### src/rtl/svsd_pkg.sv
// Shared definitions for the seven-segment scan driver: FSM state type,
// hex-to-segment table (active-high, bit0=a .. bit6=g) and polarity helper.
package svsd_pkg;

  typedef enum logic {
    BLANK = 1'b0,
    DRIVE = 1'b1
  } state_t;

  // Standard hex glyphs 0..F, segment on = 1.
  localparam logic [6:0] SEG_TABLE [16] = '{
    7'h3F, 7'h06, 7'h5B, 7'h4F, 7'h66, 7'h6D, 7'h7D, 7'h07,
    7'h7F, 7'h6F, 7'h77, 7'h7C, 7'h39, 7'h5E, 7'h79, 7'h71
  };

  // All segments dark, expressed active-high.
  localparam logic [6:0] SEG_OFF = 7'h00;

  // Convert an active-high segment pattern to the pin polarity.
  function automatic logic [6:0] seg_apply(input logic [6:0] pat, input bit active_low);
    return active_low ? ~pat : pat;
  endfunction

endpackage

### src/rtl/svsd_hex_decoder.sv
// Combinational nibble to seven-segment pattern lookup (active-high).
module svsd_hex_decoder
  import svsd_pkg::*;
(
  input  logic [3:0] nibble,
  output logic [6:0] pattern
);

  assign pattern = SEG_TABLE[nibble];

endmodule

### src/rtl/svsd_scan_driver.sv
// Multiplexed seven-segment scan driver. Each digit slot of DIGIT_TICKS
// cycles starts with BLANK_TICKS all-off cycles to stop ghosting, then drives
// one digit. The display word is copied into a shadow register only when the
// last digit's slot ends, so a frame never mixes two words.
// Optional: define SVSD_LEADING_ZERO_BLANK_EN to dark leading-zero digits.
// Reset release is expected to be synchronised to clk_clk upstream.
module svsd_scan_driver
  import svsd_pkg::*;
#(
  parameter int NUM_DIGITS     = 8,
  parameter int CLK_HZ         = 50000000,
  parameter int SCAN_HZ        = 1000,
  parameter int BLANK_TICKS    = 16,
  parameter bit SEG_ACTIVE_LOW = 1'b1,
  parameter bit DIG_ACTIVE_LOW = 1'b1
) (
  input  logic                  clk_clk,
  input  logic                  reset_reset_n,
  input  logic [31:0]           svsd_word,
  output logic [6:0]            seg,
  output logic [NUM_DIGITS-1:0] digit_sel,
  output logic                  frame_start
);

  localparam int DIGIT_TICKS = CLK_HZ / SCAN_HZ;
  localparam int TICK_W      = (DIGIT_TICKS > 2) ? $clog2(DIGIT_TICKS) : 1;
  localparam int IDX_W       = (NUM_DIGITS > 1) ? $clog2(NUM_DIGITS) : 1;
  localparam int SHADOW_W    = 4 * NUM_DIGITS;

  localparam logic [TICK_W-1:0] BLANK_LAST = TICK_W'(BLANK_TICKS - 1);
  localparam logic [TICK_W-1:0] SLOT_LAST  = TICK_W'(DIGIT_TICKS - 1);
  localparam logic [IDX_W-1:0]  IDX_LAST   = IDX_W'(NUM_DIGITS - 1);

  localparam logic [6:0]            SEG_IDLE = seg_apply(SEG_OFF, SEG_ACTIVE_LOW);
  localparam logic [NUM_DIGITS-1:0] SEL_IDLE = DIG_ACTIVE_LOW ? '1 : '0;

  generate
    if (BLANK_TICKS < 1 || BLANK_TICKS >= DIGIT_TICKS) begin : g_bad_blank
      $error("BLANK_TICKS must be >= 1 and < CLK_HZ/SCAN_HZ");
    end
    if (NUM_DIGITS < 1 || NUM_DIGITS > 8) begin : g_bad_digits
      $error("NUM_DIGITS must be in 1..8");
    end
  endgenerate

  state_t                state, state_next;
  logic [TICK_W-1:0]     tick_cnt;
  logic [IDX_W-1:0]      idx;
  logic [SHADOW_W-1:0]   shadow;
  logic                  slot_end;
  logic                  wrap;
  logic [3:0]            nibble;
  logic [6:0]            pattern;
  logic [6:0]            shown;
  logic [NUM_DIGITS-1:0] onehot;
  logic [6:0]            seg_next;
  logic [NUM_DIGITS-1:0] sel_next;

  assign slot_end = (state == DRIVE) && (tick_cnt == SLOT_LAST);
  assign wrap     = slot_end && (idx == IDX_LAST);
  assign nibble   = shadow[4*idx +: 4];
  assign onehot   = NUM_DIGITS'(1) << idx;

  svsd_hex_decoder u_dec (
    .nibble  (nibble),
    .pattern (pattern)
  );

  // FSM state register
  always_ff @(posedge clk_clk or negedge reset_reset_n) begin
    if (!reset_reset_n) state <= BLANK;
    else                state <= state_next;
  end

  // FSM next state: blank lead-in, then drive until the slot ends
  always_comb begin
    state_next = state;
    case (state)
      BLANK:   if (tick_cnt == BLANK_LAST) state_next = DRIVE;
      DRIVE:   if (slot_end) state_next = BLANK;
      default: state_next = BLANK;
    endcase
  end

  // Slot tick counter and digit index; index wraps after the last digit
  always_ff @(posedge clk_clk or negedge reset_reset_n) begin
    if (!reset_reset_n) begin
      tick_cnt <= '0;
      idx      <= '0;
    end else if (slot_end) begin
      tick_cnt <= '0;
      idx      <= wrap ? '0 : idx + 1'b1;
    end else begin
      tick_cnt <= tick_cnt + 1'b1;
    end
  end

  // Shadow word load and frame pulse at the frame boundary
  always_ff @(posedge clk_clk or negedge reset_reset_n) begin
    if (!reset_reset_n) begin
      shadow      <= '0;
      frame_start <= 1'b0;
    end else begin
      frame_start <= wrap;
      if (wrap) shadow <= svsd_word[SHADOW_W-1:0];
    end
  end

`ifdef SVSD_LEADING_ZERO_BLANK_EN
  // Reset shadow is all zero, so every digit except digit 0 starts dark.
  localparam logic [NUM_DIGITS-1:0] MASK_RST = ~NUM_DIGITS'(1);

  logic [NUM_DIGITS-1:0] blank_mask, blank_mask_next;

  // Leading-zero mask for the incoming word: digit i>0 dark when it and all above are zero
  always_comb begin
    blank_mask_next = '0;
    for (int i = 1; i < NUM_DIGITS; i++) begin
      blank_mask_next[i] = ((svsd_word[SHADOW_W-1:0] >> (4 * i)) == '0);
    end
  end

  // Mask is captured together with the shadow word
  always_ff @(posedge clk_clk or negedge reset_reset_n) begin
    if (!reset_reset_n) blank_mask <= MASK_RST;
    else if (wrap)      blank_mask <= blank_mask_next;
  end

  assign shown = blank_mask[idx] ? SEG_OFF : pattern;
`else
  assign shown = pattern;
`endif

  // FSM outputs: everything off in BLANK, selected digit and its glyph in DRIVE
  always_comb begin
    seg_next = SEG_IDLE;
    sel_next = SEL_IDLE;
    if (state == DRIVE) begin
      seg_next = seg_apply(shown, SEG_ACTIVE_LOW);
      sel_next = DIG_ACTIVE_LOW ? ~onehot : onehot;
    end
  end

  // Registered pins so the display never sees combinational glitches
  always_ff @(posedge clk_clk or negedge reset_reset_n) begin
    if (!reset_reset_n) begin
      seg       <= SEG_IDLE;
      digit_sel <= SEL_IDLE;
    end else begin
      seg       <= seg_next;
      digit_sel <= sel_next;
    end
  end

endmodule

### config.mk
export PLATFORM = sky130hd
export DESIGN_NAME = svsd_scan_driver
export DESIGN_NICKNAME = d
export VERILOG_FILES = /design/src/rtl/svsd_pkg.sv /design/src/rtl/svsd_hex_decoder.sv /design/src/rtl/svsd_scan_driver.sv
export SDC_FILE = /design/constraint.sdc
export NUM_CORES = 1
export LEC_CHECK = 0
export BUFFER_PORTS_ARGS = -buffer_cell sky130_fd_sc_hd__buf_2
export CAP_MARGIN = 20
export CORE_MARGIN = 2
export CORE_UTILIZATION = 51
export CTS_CLUSTER_DIAMETER = 120
export DETAILED_ROUTE_END_ITERATION = 16
export GPL_TIMING_DRIVEN = 0
export PLACE_DENSITY = 0.81
export SLEW_MARGIN = 25
export SYNTH_ARGS = -nofsm -noshare
export SYNTH_HDL_FRONTEND = slang
export SYNTH_HIERARCHICAL = 1
export SYNTH_SLANG_ARGS = --single-unit
export TNS_END_PERCENT = 10
### constraint.sdc
create_clock -name clk_clk -period 2.3 [get_ports clk_clk]
set_input_delay 0.46 -clock clk_clk [delete_from_list [all_inputs] [get_ports clk_clk]]
set_output_delay 0.46 -clock clk_clk [all_outputs]
set_load 0.02 [all_outputs]
==> results.md, run 1 <==
- Worst-path clk slew: approximately 0.07 ns
- Static leakage: 2.00 nW
- Routed WL: 6360 um
- Min Clock Period, post-route: 2.22 ns
- TritonCTS Buffers: 9
- Drt wl/cell: 15.2 um
- Yosys Warn Count: 6
- Num Clock Sinks: approximately 70
- Layout Utilization: 0.638
- P_sw: 0.477 mW
- Initial antenna violation count: 0
- Crit path max fanout: 7
- Total Power: 2.48 mW
- Launching point of the worst reg2reg path: idx[0]
- Starting Density: 0.522
- Most common cell after layout, fill and taps aside: dfrtp_1
- Fmax: approximately 450 MHz
- Clk pwr share: 0.495
- Vias in the first global route: roughly 2300
- Pre-antenna DRT Iters: 4
- Worst Setup Start Kind: flip-flop
- GR Overflow Total: 0
- Via count: 2240
- Arrival time worst endpoint: approximately 2.5 ns
- Crit. Startpoint: idx[0]
- Core area: 6280 um2
- Finished Cell Area: 4000 um2
- DR vias/cell: roughly 5.4
- Nets@finish: between 300 and 400
- Layout area overhead: 22.2%
- Drt initial violations: approximately 110
- Avg Inst Size Synth: 12.6 um2
- CTS tree: done
- Critical path class: flip-flop to flip-flop
- Hold buffers post-CTS: 0
- Num ports: 50
- Fill cells: approximately 500
- Yosys reg bits: between 60 and 70
- Die Y: around 84 um
- Peak VDD IR: roughly 0.00046 V
- Status: finished clean
- Antenna Cells: 0
- Post-synth top area share: 0.405
- Top cells by area, synth: dfrtp_1 (40%), dfstp_2 (12%), mux2_1 (11%), mux4_2 (5.5%), ha_1 (5.3%)
- Sequential share of power: 0.483
- CP Capture Point: seg[3]
- Placed instance area: 3640 um2
- CP required: around 2.6 ns
- Fin. Hold Viols: 0
- HPWL after detailed placement: between 4000 and 5000 um
- Skew final: approximately 0.008 ns
- Most frequent cells in the layout: dfrtp_1 (53), buf_2 (51), mux2_1 (32)
- Clock buffer depth: 2
- Comb power frac: 0.022
- Layout cells sized above 1: 0.371
- Slew Viols, Final: 0
- Syn_nets: 309
- Post-Synthesis Cells: between 200 and 300
- Synth cell types: 39
- Largest net degree at the start of global routing: roughly 40
- Clk Latency, worst-skew pair: approximately 0.34 ns
- Tot GR Track Use: 0.192
- Setup-failing EPs final: 0
- Reg-to-reg slack, setup: between 0.07 and 0.08 ns
- CP Capture Type: flip-flop
- Worst Reg-to-Reg Cells: 9
- Worst r2r dst: seg[3]
- Non-Filler Instances: roughly 420
- Slew margin rel.: 0.663
- CTS H-tree depth: 3
- Antenna Nets Post-Route: 0
- Die Span X: between 80 and 90 um
- Dpl ws: -0.323 ns
- Power Density: about 620 nW/um2
- Yosys top cell by area: dfrtp_1
- Setup slack after layout: just under 0.08 ns
- CTS root buf: clkbuf_8
- Worst slew pin tran: around 0.5 ns
- Sw Ratio: 0.193
- Max-Cap Viols: 0
- First-pass GRT wire length: approximately 11000 um
- Die area: ~7100 um2
- Row cnt: 29
- Placed instance count: 388
- DRC violations left: 0
- Post-synthesis sequential area ratio: 0.525
- Int Pwr: about 2 mW
- Hold Crit Class: input port to asynchronous set/reset pin
- GPL Wtd Cong: approximately 0.78
- Port Buf Inserts: 49
- Synthesized cell area: between 3000 and 4000 um2
- Crit share post-route: 0.966
## how the worst min path moves through the flow
stage,depth (start not counted),to,slack [ns]
2_1_floorplan,0,frame_start,0.16
5_1_grt,1,shadow[25],0.04
6_report,1,shadow[30],0.03
3_5_place_dp,1,shadow[30],0.40
4_1_cts,1,shadow[25],0.04
3_3_place_gp,1,shadow[19],0.46
## registers in the layout, summed over array words and instances (netlist names)
register     count
digit_sel        8
frame_start      1
idx              3
seg              7
shadow          32
state            1
tick_cnt        16
## critical path, cell delays in order (launching register included)
cell	delay [ns]
dfrtp_1	0.40
buf_8	0.15
mux4_2	0.51
nand2_1	0.11
nand2_2	0.10
inv_2	0.10
ha_2	0.21
inv_1	0.05
mux4_2	0.45
nand2_1	0.09
## synthesized netlist by cell type
cell type,count
or2b_1,1
nand4_1,5
nand3_1,14
or4_1,3
o32a_1,1
inv_1,12
mux2_2,4
mux4_2,8
nor2b_1,2
nand2_1,28
mux2_1,32
nand3b_1,1
ha_1,14
nand3_2,1
mux2i_1,2
dfstp_2,15
a31o_1,1
or2_2,1
xnor2_1,3
o31a_2,1
nor3_1,4
clkbuf_1,3
and4_1,2
o21ai_0,3
nand2b_1,1
a21oi_1,5
buf_6,4
and3_1,2
dfrtp_1,53
o221ai_1,1
nor4_4,1
or3_1,2
or3_4,1
buf_2,4
nor4_1,1
mux4_1,1
xor2_1,9
nor2_1,14
nor2_4,1
## kinds of logic after synthesis
kind of cell | count (synthesis) | synth area share
compound gates | 12 | 0.0237
xor+xnor | 12 | 0.0321
fa+ha+maj | 14 | 0.0535
buf+inv | 23 | 0.0370
flops | 68 | 0.525
mux | 47 | 0.193
simple gates | 85 | 0.136
## layer usage
layer	vias up	share of wire	global-route usage
li1	1054	-	-
met1	1111	0.45	0.256
met2	65	0.48	0.302
met3	10	0.052	0.0462
met4	0	0.017	0.0836
met5	-	0	0
## metrics by stage
stage | hold slack [ns] | TNS [ns]
floorplan | 0.164 | 0
global placement | 0.462 | -0.266
detailed placement | 0.404 | -0.635
CTS | 0.0365 | 0
global route | 0.0432 | -0.0207
finish | 0.0305 | 0
## power by group through the flow
stage               registers [mW]  logic (mW)  clock network [mW]
floorplan                     1.22    0.000514                   0
global placement              1.22      0.0510                   0
detailed placement            1.22      0.0566                   0
CTS                           1.20      0.0567                1.24
global route                  1.20      0.0625                1.29
finish                        1.20      0.0543                1.22
## area by class of cell
class / instances / area [um2] / area share
multi-input cells: 170 / 1440 / 0.359
plain buffers: 11 / 87.6 / 0.0219
inverters: 12 / 45.0 / 0.0113
clock inverters: 4 / 95.1 / 0.0238
flip-flops and latches: 68 / 1720 / 0.430
clock buffers: 12 / 155 / 0.0388
well taps: 77 / 96.3 / 0.0241
repair buffers: 63 / 365 / 0.0913
## repair_timing
| action | CTS | global route |
|---|---|---|
| resized for setup | 9 | 1 |
| setup buffers | 3 | 10 |
| endpoints found under the setup margin | 7 | 2 |
| pin swaps | 0 | 1 |
Power figures use the tool's default switching activity.
==> inputs of run 2 (changes only) <==
--- a/config.mk
+++ b/config.mk
@@ -8,11 +8,12 @@
 export BUFFER_PORTS_ARGS = -buffer_cell sky130_fd_sc_hd__buf_2
 export CAP_MARGIN = 20
 export CORE_MARGIN = 2
-export CORE_UTILIZATION = 51
+export CORE_UTILIZATION = 53
+export CTS_BUF_LIST = sky130_fd_sc_hd__clkbuf_4 sky130_fd_sc_hd__clkbuf_8
 export CTS_CLUSTER_DIAMETER = 120
 export DETAILED_ROUTE_END_ITERATION = 16
 export GPL_TIMING_DRIVEN = 0
-export PLACE_DENSITY = 0.81
+export PLACE_DENSITY = 0.83
 export SLEW_MARGIN = 25
 export SYNTH_ARGS = -nofsm -noshare
 export SYNTH_HDL_FRONTEND = slang
==> results.md, run 2 (same netlist as run 1, synthesis figures left out) <==
- Status: finished clean
- Launching point of the worst reg2reg path: idx[0]
- First-pass GRT wire length: between 9000 and 10000 um
- Fmax: between 400 and 500 MHz
- Worst slew pin tran: approximately 0.46 ns
- Antenna Nets Post-Route: 0
- CP Capture Type: flip-flop
- GR Overflow Total: 0
- Hold buffers post-CTS: 0
- Peak VDD IR: 0.000353 V
- Setup-failing EPs final: 0
- Num Clock Sinks: slightly below 70
- TritonCTS Buffers: 9
- Fin. Hold Viols: 0
- Area of the multi-input gates: roughly 1500 um2
- Worst Setup Start Kind: flip-flop
- Total Power: about 2.4 mW
- CP required: around 2.6 ns
- HPWL after detailed placement: around 4300 um
- Core area: between 5000 and 6000 um2
- Pre-antenna DRT Iters: 4
- Initial antenna violation count: 0
- Die Y: a little over 80 um
- Reg-to-reg slack, setup: 0.06 ns
- Vias in the first global route: roughly 2100
- Nets@finish: approximately 370
- DRC violations left: 0
- Starting Density: 0.550
- Most flop-heavy register: shadow
- Critical path class: flip-flop to flip-flop
- Tot GR Track Use: 0.197
- Layout Utilization: 0.663
- Static leakage: 1.96 nW
- Largest net degree at the start of global routing: 36
- P_sw: ~0.47 mW
- DR vias/cell: between 5 and 6
- Power Density: 603 nW/um2
- Sw Ratio: 0.195
- CTS tree: done
- CTS root buf: clkbuf_8
- Drt initial violations: 63
- GPL Wtd Cong: between 0.7 and 0.8
- Worst Reg-to-Reg Cells: 8
- Crit path max fanout: 9
- Skew final: 0.00567 ns
- Slew Viols, Final: 0
- Num ports: 50
- Max reg flops: 32
- Min Clock Period, post-route: roughly 2.2 ns
- Die area: roughly 6800 um2
- Most frequent cells in the layout: dfrtp_1 (53), buf_2 (52), mux2_1 (32)
- Drt wl/cell: approximately 15 um
- Die Span X: approximately 83 um
- Antenna Cells: 0
- Crit. Startpoint: idx[0]
- CTS H-tree depth: 3
- Clock buffer depth: 2
- Int Pwr: between 1.5 and 2 mW
- CP Cell Sequence: buf_12 -> mux4_2 -> nand2_1 -> nand2_4 -> inv_4 -> ha_1 -> mux4_1 -> nand2_1
- Slew margin rel.: 0.692
- Clk Latency, worst-skew pair: 0.34 ns
- Arrival time worst endpoint: between 2 and 3 ns
- Port Buf Inserts: a little under 50
- Routed WL: just over 6000 um
- Max-Cap Viols: 0
- CP Capture Point: seg[3]
- Fill cells: 442
- Worst r2r dst: seg[3]
- Most common cell after layout, fill and taps aside: dfrtp_1
- Largest regs: shadow x32, tick_cnt x16, digit_sel x8
- Hold Crit Class: input port to asynchronous set/reset pin
- Sequential standard cell area: between 1500 and 2000 um2
- Cell mode on critical path: nand2_1
- Crit share post-route: 0.972
- Via count: 2187
- Comb power frac: 0.023
- Layout cells sized above 1: 0.356
- Layout area overhead: 20.6%
- Sequential share of power: 0.503
- Worst-path clk slew: roughly 0.070 ns
- Row cnt: 28
- Clk pwr share: 0.475
- Crit-path max cell delay: around 0.5 ns
- Crit path max-delay cell type: mux4_2
==> run 2: per-layer routing <==
metal / track usage / part of all wire / vias up
li1: - / - / 1038
met1: 0.274 / 0.46 / 1084
met3: 0.0587 / 0.054 / 6
met2: 0.302 / 0.47 / 59
met5: 0 / 0 / -
met4: 0.0590 / 0.010 / 0
==> run 2: worst min-delay path by stage <==
stage | end | start
2_1_floorplan | frame_start | reset_reset_n
3_3_place_gp | shadow[19] | shadow[19]
3_5_place_dp | shadow[26] | reset_reset_n
4_1_cts | shadow[30] | reset_reset_n
5_1_grt | shadow[30] | reset_reset_n
6_report | shadow[30] | reset_reset_n
==> run 2: repair_timing <==
item	CTS	global route
buffers inserted	1	3
pin swaps	0	0
gates resized for setup	8	8
setup endpoints to repair	5	3
==> run 2: through the flow <==
step / instances / hold slack, ns / setup WS [ns] / setup TNS (ns) / instance area, um2
6_report: 406 / 0.0620 / 0.0647 / 0 / 3950
5_1_grt: 406 / 0.0826 / -0.0297 / -0.0297 / 3950
4_1_cts: 403 / 0.0693 / 0.00925 / 0 / 3900
3_5_place_dp: 386 / 0.437 / -0.272 / -0.505 / 3640
3_3_place_gp: 385 / 0.462 / -0.205 / -0.251 / 3610
2_1_floorplan: 261 / 0.164 / 0.0234 / 0 / 3280
==> run 2: layout make-up <==
class / instances / share of cell area
Clock inverter: 4 / 0.0177
Sequential cell: 68 / 0.435
Inverter: 12 / 0.0120
Timing Repair Buffer: 54 / 0.0754
Buffer: 11 / 0.0234
Tap cell: 75 / 0.0237
Multi-Input combinational cell: 170 / 0.370
Clock buffer: 12 / 0.0418
==> run 2: power groups by stage <==
| stage | clock (mW) | sequential [mW] | combinational, mW |
|---|---|---|---|
| after floorplan | 0 | 1.22 | 0.000514 |
| after detailed placement | 0 | 1.22 | 0.0563 |
| after CTS | 1.15 | 1.20 | 0.0562 |
| final | 1.13 | 1.20 | 0.0545 |
| after global routing | 1.20 | 1.20 | 0.0625 |
| after global placement | 0 | 1.22 | 0.0509 |
==> run 2: worst max-delay path: cells and delay by family (launching register included) <==
family | cells | cell delay (ns)
mux | 2 | 0.99
flops | 1 | 0.40
fa+ha+maj | 1 | 0.24
simple gates | 3 | 0.29
buf+inv | 2 | 0.24
==> inputs of run 3 (changes only) <==
--- a/config.mk
+++ b/config.mk
@@ -14,9 +14,9 @@
 export DETAILED_ROUTE_END_ITERATION = 16
 export GPL_TIMING_DRIVEN = 0
 export PLACE_DENSITY = 0.83
+export RECOVER_POWER = 25
 export SLEW_MARGIN = 25
 export SYNTH_ARGS = -nofsm -noshare
 export SYNTH_HDL_FRONTEND = slang
-export SYNTH_HIERARCHICAL = 1
 export SYNTH_SLANG_ARGS = --single-unit
 export TNS_END_PERCENT = 10
==> constraint.sdc (replaced) <==
create_clock -name clk_clk -period 2.3 [get_ports clk_clk]
set_input_delay 0.46 -clock clk_clk [delete_from_list [all_inputs] [get_ports clk_clk]]
set_output_delay 0.46 -clock clk_clk [all_outputs]
set_load 0.05 [all_outputs]
==> results.md, run 3 <==
- Post-synth top area share: 0.407
- Crit path max fanout: 8
- Slew margin rel.: -0.0967
- CTS tree: done
- Die Y: between 80 and 90 um
- WHS Endpoint: shadow[10]
- Vias in the first global route: 2175
- Top FF cell, synth: dfrtp_1
- Status: finished with violations
- GPL Wtd Cong: ~0.83
- Most frequent cells after synthesis: dfrtp_1 (53), mux2_2 (30), nor2_1 (17)
- Most frequent cells in the layout: buf_2 (53), dfrtp_1 (53), mux2_2 (30)
- Worst slew pin tran: approximately 1.6 ns
- Launching point of the worst reg2reg path: idx[1]
- Largest regs: shadow x32, tick_cnt x16, digit_sel x8
- Sequential standard cell area: approximately 1700 um2
- Layout area overhead: 20.6%
- Core area: roughly 5900 um2
- CTS H-tree depth: 3
- First-pass GRT wire length: about 10000 um
- CTS root buf: clkbuf_8
- Layout cells sized above 1: 0.448
- EDFF count, synth: 0
- Static leakage: 1.75 nW
- Nets@finish: about 370
- Num Clock Sinks: 68
- Setup-failing EPs final: 0
- TritonCTS Buffers: 9
- DR vias/cell: between 5 and 6
- HPWL after detailed placement: between 4000 and 5000 um
- Antenna Nets Post-Route: 0
- Worst r2r dst: seg[3]
- Post-synthesis sequential area ratio: 0.528
- Hold buffers post-CTS: 0
- Post-Synthesis Cells: roughly 250
- Pre-antenna DRT Iters: 4
- Arrival time worst endpoint: 2.47 ns
- Clock buffer depth: 2
- Antenna Cells: 0
- Max-Cap Viols: 1
- Fin. Hold Viols: 0
- Ys async rst share: 1.00
- Placed instance area: ~3600 um2
- CP required: 2.57 ns
- Most flop-heavy register: shadow
- Die area: 6790 um2
- Worst Min Path Start: svsd_word[10]
- Non-Filler Instances: 405
- Hold Crit Class: input port to flip-flop
- Starting Density: 0.551
- Avg Inst Size Synth: between 10 and 15 um2
- Port Buf Inserts: 49
- Skew final: ~0.011 ns
- Total negative setup slack: 0 ns
- Min Clock Period, post-route: ~2.2 ns
- Unrepaired setup endpoints after global routing: false
- Reg-to-reg slack, setup: 0.1 ns
- Via count: roughly 2200
- Row cnt: 28
- Leading cell type by number of instances after synthesis: dfrtp_1
- Slew Viols, Final: 30
- Crit share post-route: 0.958
- Area of the multi-input gates: 1440 um2
- Critical path class: flip-flop to flip-flop
- Drt initial violations: 87
- Clk Latency, worst-skew pair: ~0.35 ns
- Final Hold Slack: about 0.33 ns
- DRC violations left: 0
- Fill cells: 446
- Synthesized cell area: ~3300 um2
- Num ports: 50
- Fmax: 454 MHz
- Power Density: 652 nW/um2
- Yosys reg bits: between 60 and 70
- Peak VDD IR: ~0.00042 V
- Tot GR Track Use: 0.207
- Yosys Warn Count: 0
- CP Capture Type: flip-flop
- WHS Path Cells: 2
- Synth cell types: 41
- Placed instance count: 379
- Initial antenna violation count: 0
- Largest net degree at the start of global routing: 40
- Failing checks: capacitance limit, slew limit
- Syn_nets: approximately 300
- Finished Cell Area: 3930 um2
- Yosys top cell by area: dfrtp_1
- Top cells by area, synth: dfrtp_1 (41%), dfstp_2 (12%), mux2_2 (10%), ha_1 (5.0%), mux4_2 (2.8%)
- Drt wl/cell: about 15 um
- Die Span X: between 80 and 90 um
- GR Overflow Total: 0
- Worst-path clk slew: roughly 0.080 ns
- Worst Reg-to-Reg Cells: 9
- Worst Setup Start Kind: flip-flop
- Routed WL: between 6000 and 7000 um
- Max reg flops: 32
[run 3: cell count changes after synthesis, moves of 4 or more]
cell and change:
mux4_2 -4, xor2_1 -5, nand2_1 -12, xnor2_1 +6
mux2i_1 +4, mux2_2 +26, mux2_1 -28, nand4_1 -4
[run 3: per-stage QoR]
step / setup WS (ns) / power, mW / util
after floorplan: 0.0139 / 1.40 / -
after global placement: -0.280 / 1.47 / 0.608
after detailed placement: -0.412 / 1.48 / 0.612
after CTS: 0.0510 / 2.59 / 0.655
after global routing: 0.0117 / 2.66 / 0.664
final: 0.0970 / 2.56 / 0.664
[run 3: worst max-delay path, stage by stage, from the launching register on]
cell,delay (ns)
dfrtp_1,0.41
buf_6,0.16
mux4_2,0.49
mux2_4,0.33
inv_2,0.10
ha_1,0.15
inv_1,0.05
a21oi_1,0.17
a2111oi_2,0.07
a31oi_1,0.18
[run 3: final cells by class]
type	instances	share of cell area
inverters	10	0.00955
clock inverters	4	0.0188
flip-flops and latches	68	0.438
well taps	75	0.0239
plain buffers	11	0.0181
repair buffers	60	0.0863
clock buffers	12	0.0388
multi-input cells	165	0.367
[run 3: repair_timing]
| item | 4_1_cts | 5_1_grt |
|---|---|---|
| setup endpoints to repair | 6 | 1 |
| buffers inserted | 3 | 7 |
| gates resized for setup | 5 | 2 |
| pin swaps | 0 | 0 |
[run 3: cell families after synthesis]
logic type / share of synthesized area
AND/OR/NAND/NOR: 0.101
adder cells (fa/ha/maj): 0.0499
multiplexers: 0.191
AO/OA/AOI/OAI: 0.0618
buffers and inverters: 0.0334
XOR/XNOR: 0.0349
flip-flops: 0.528
[run 3: how the worst max path moves through the flow]
| stage | from | end | slack (ns) | depth (start not counted) |
|---|---|---|---|---|
| 2_1_floorplan | idx[0] | seg[3] | 0.01 | 9 |
| 3_3_place_gp | idx[0] | seg[3] | -0.28 | 9 |
| 3_5_place_dp | idx[0] | seg[3] | -0.41 | 9 |
| 4_1_cts | idx[1] | seg[3] | 0.05 | 9 |
| 5_1_grt | idx[1] | seg[3] | 0.01 | 9 |
| 6_report | idx[1] | seg[3] | 0.1 | 9 |
[run 3: metal layers]
layer  up-vias  GRT usage  share of wire
met4         0      0.108          0.024
met5         -          0              0
met2        65      0.329           0.48
met3        13     0.0424          0.057
li1       1037          -              -
met1      1044      0.268           0.44
[run 3: power by group]
part	switching, mW	internal, mW
clock	0.432	0.664
sequential	0.0163	1.24
combinational	0.118	0.0873
total	0.566	2.00
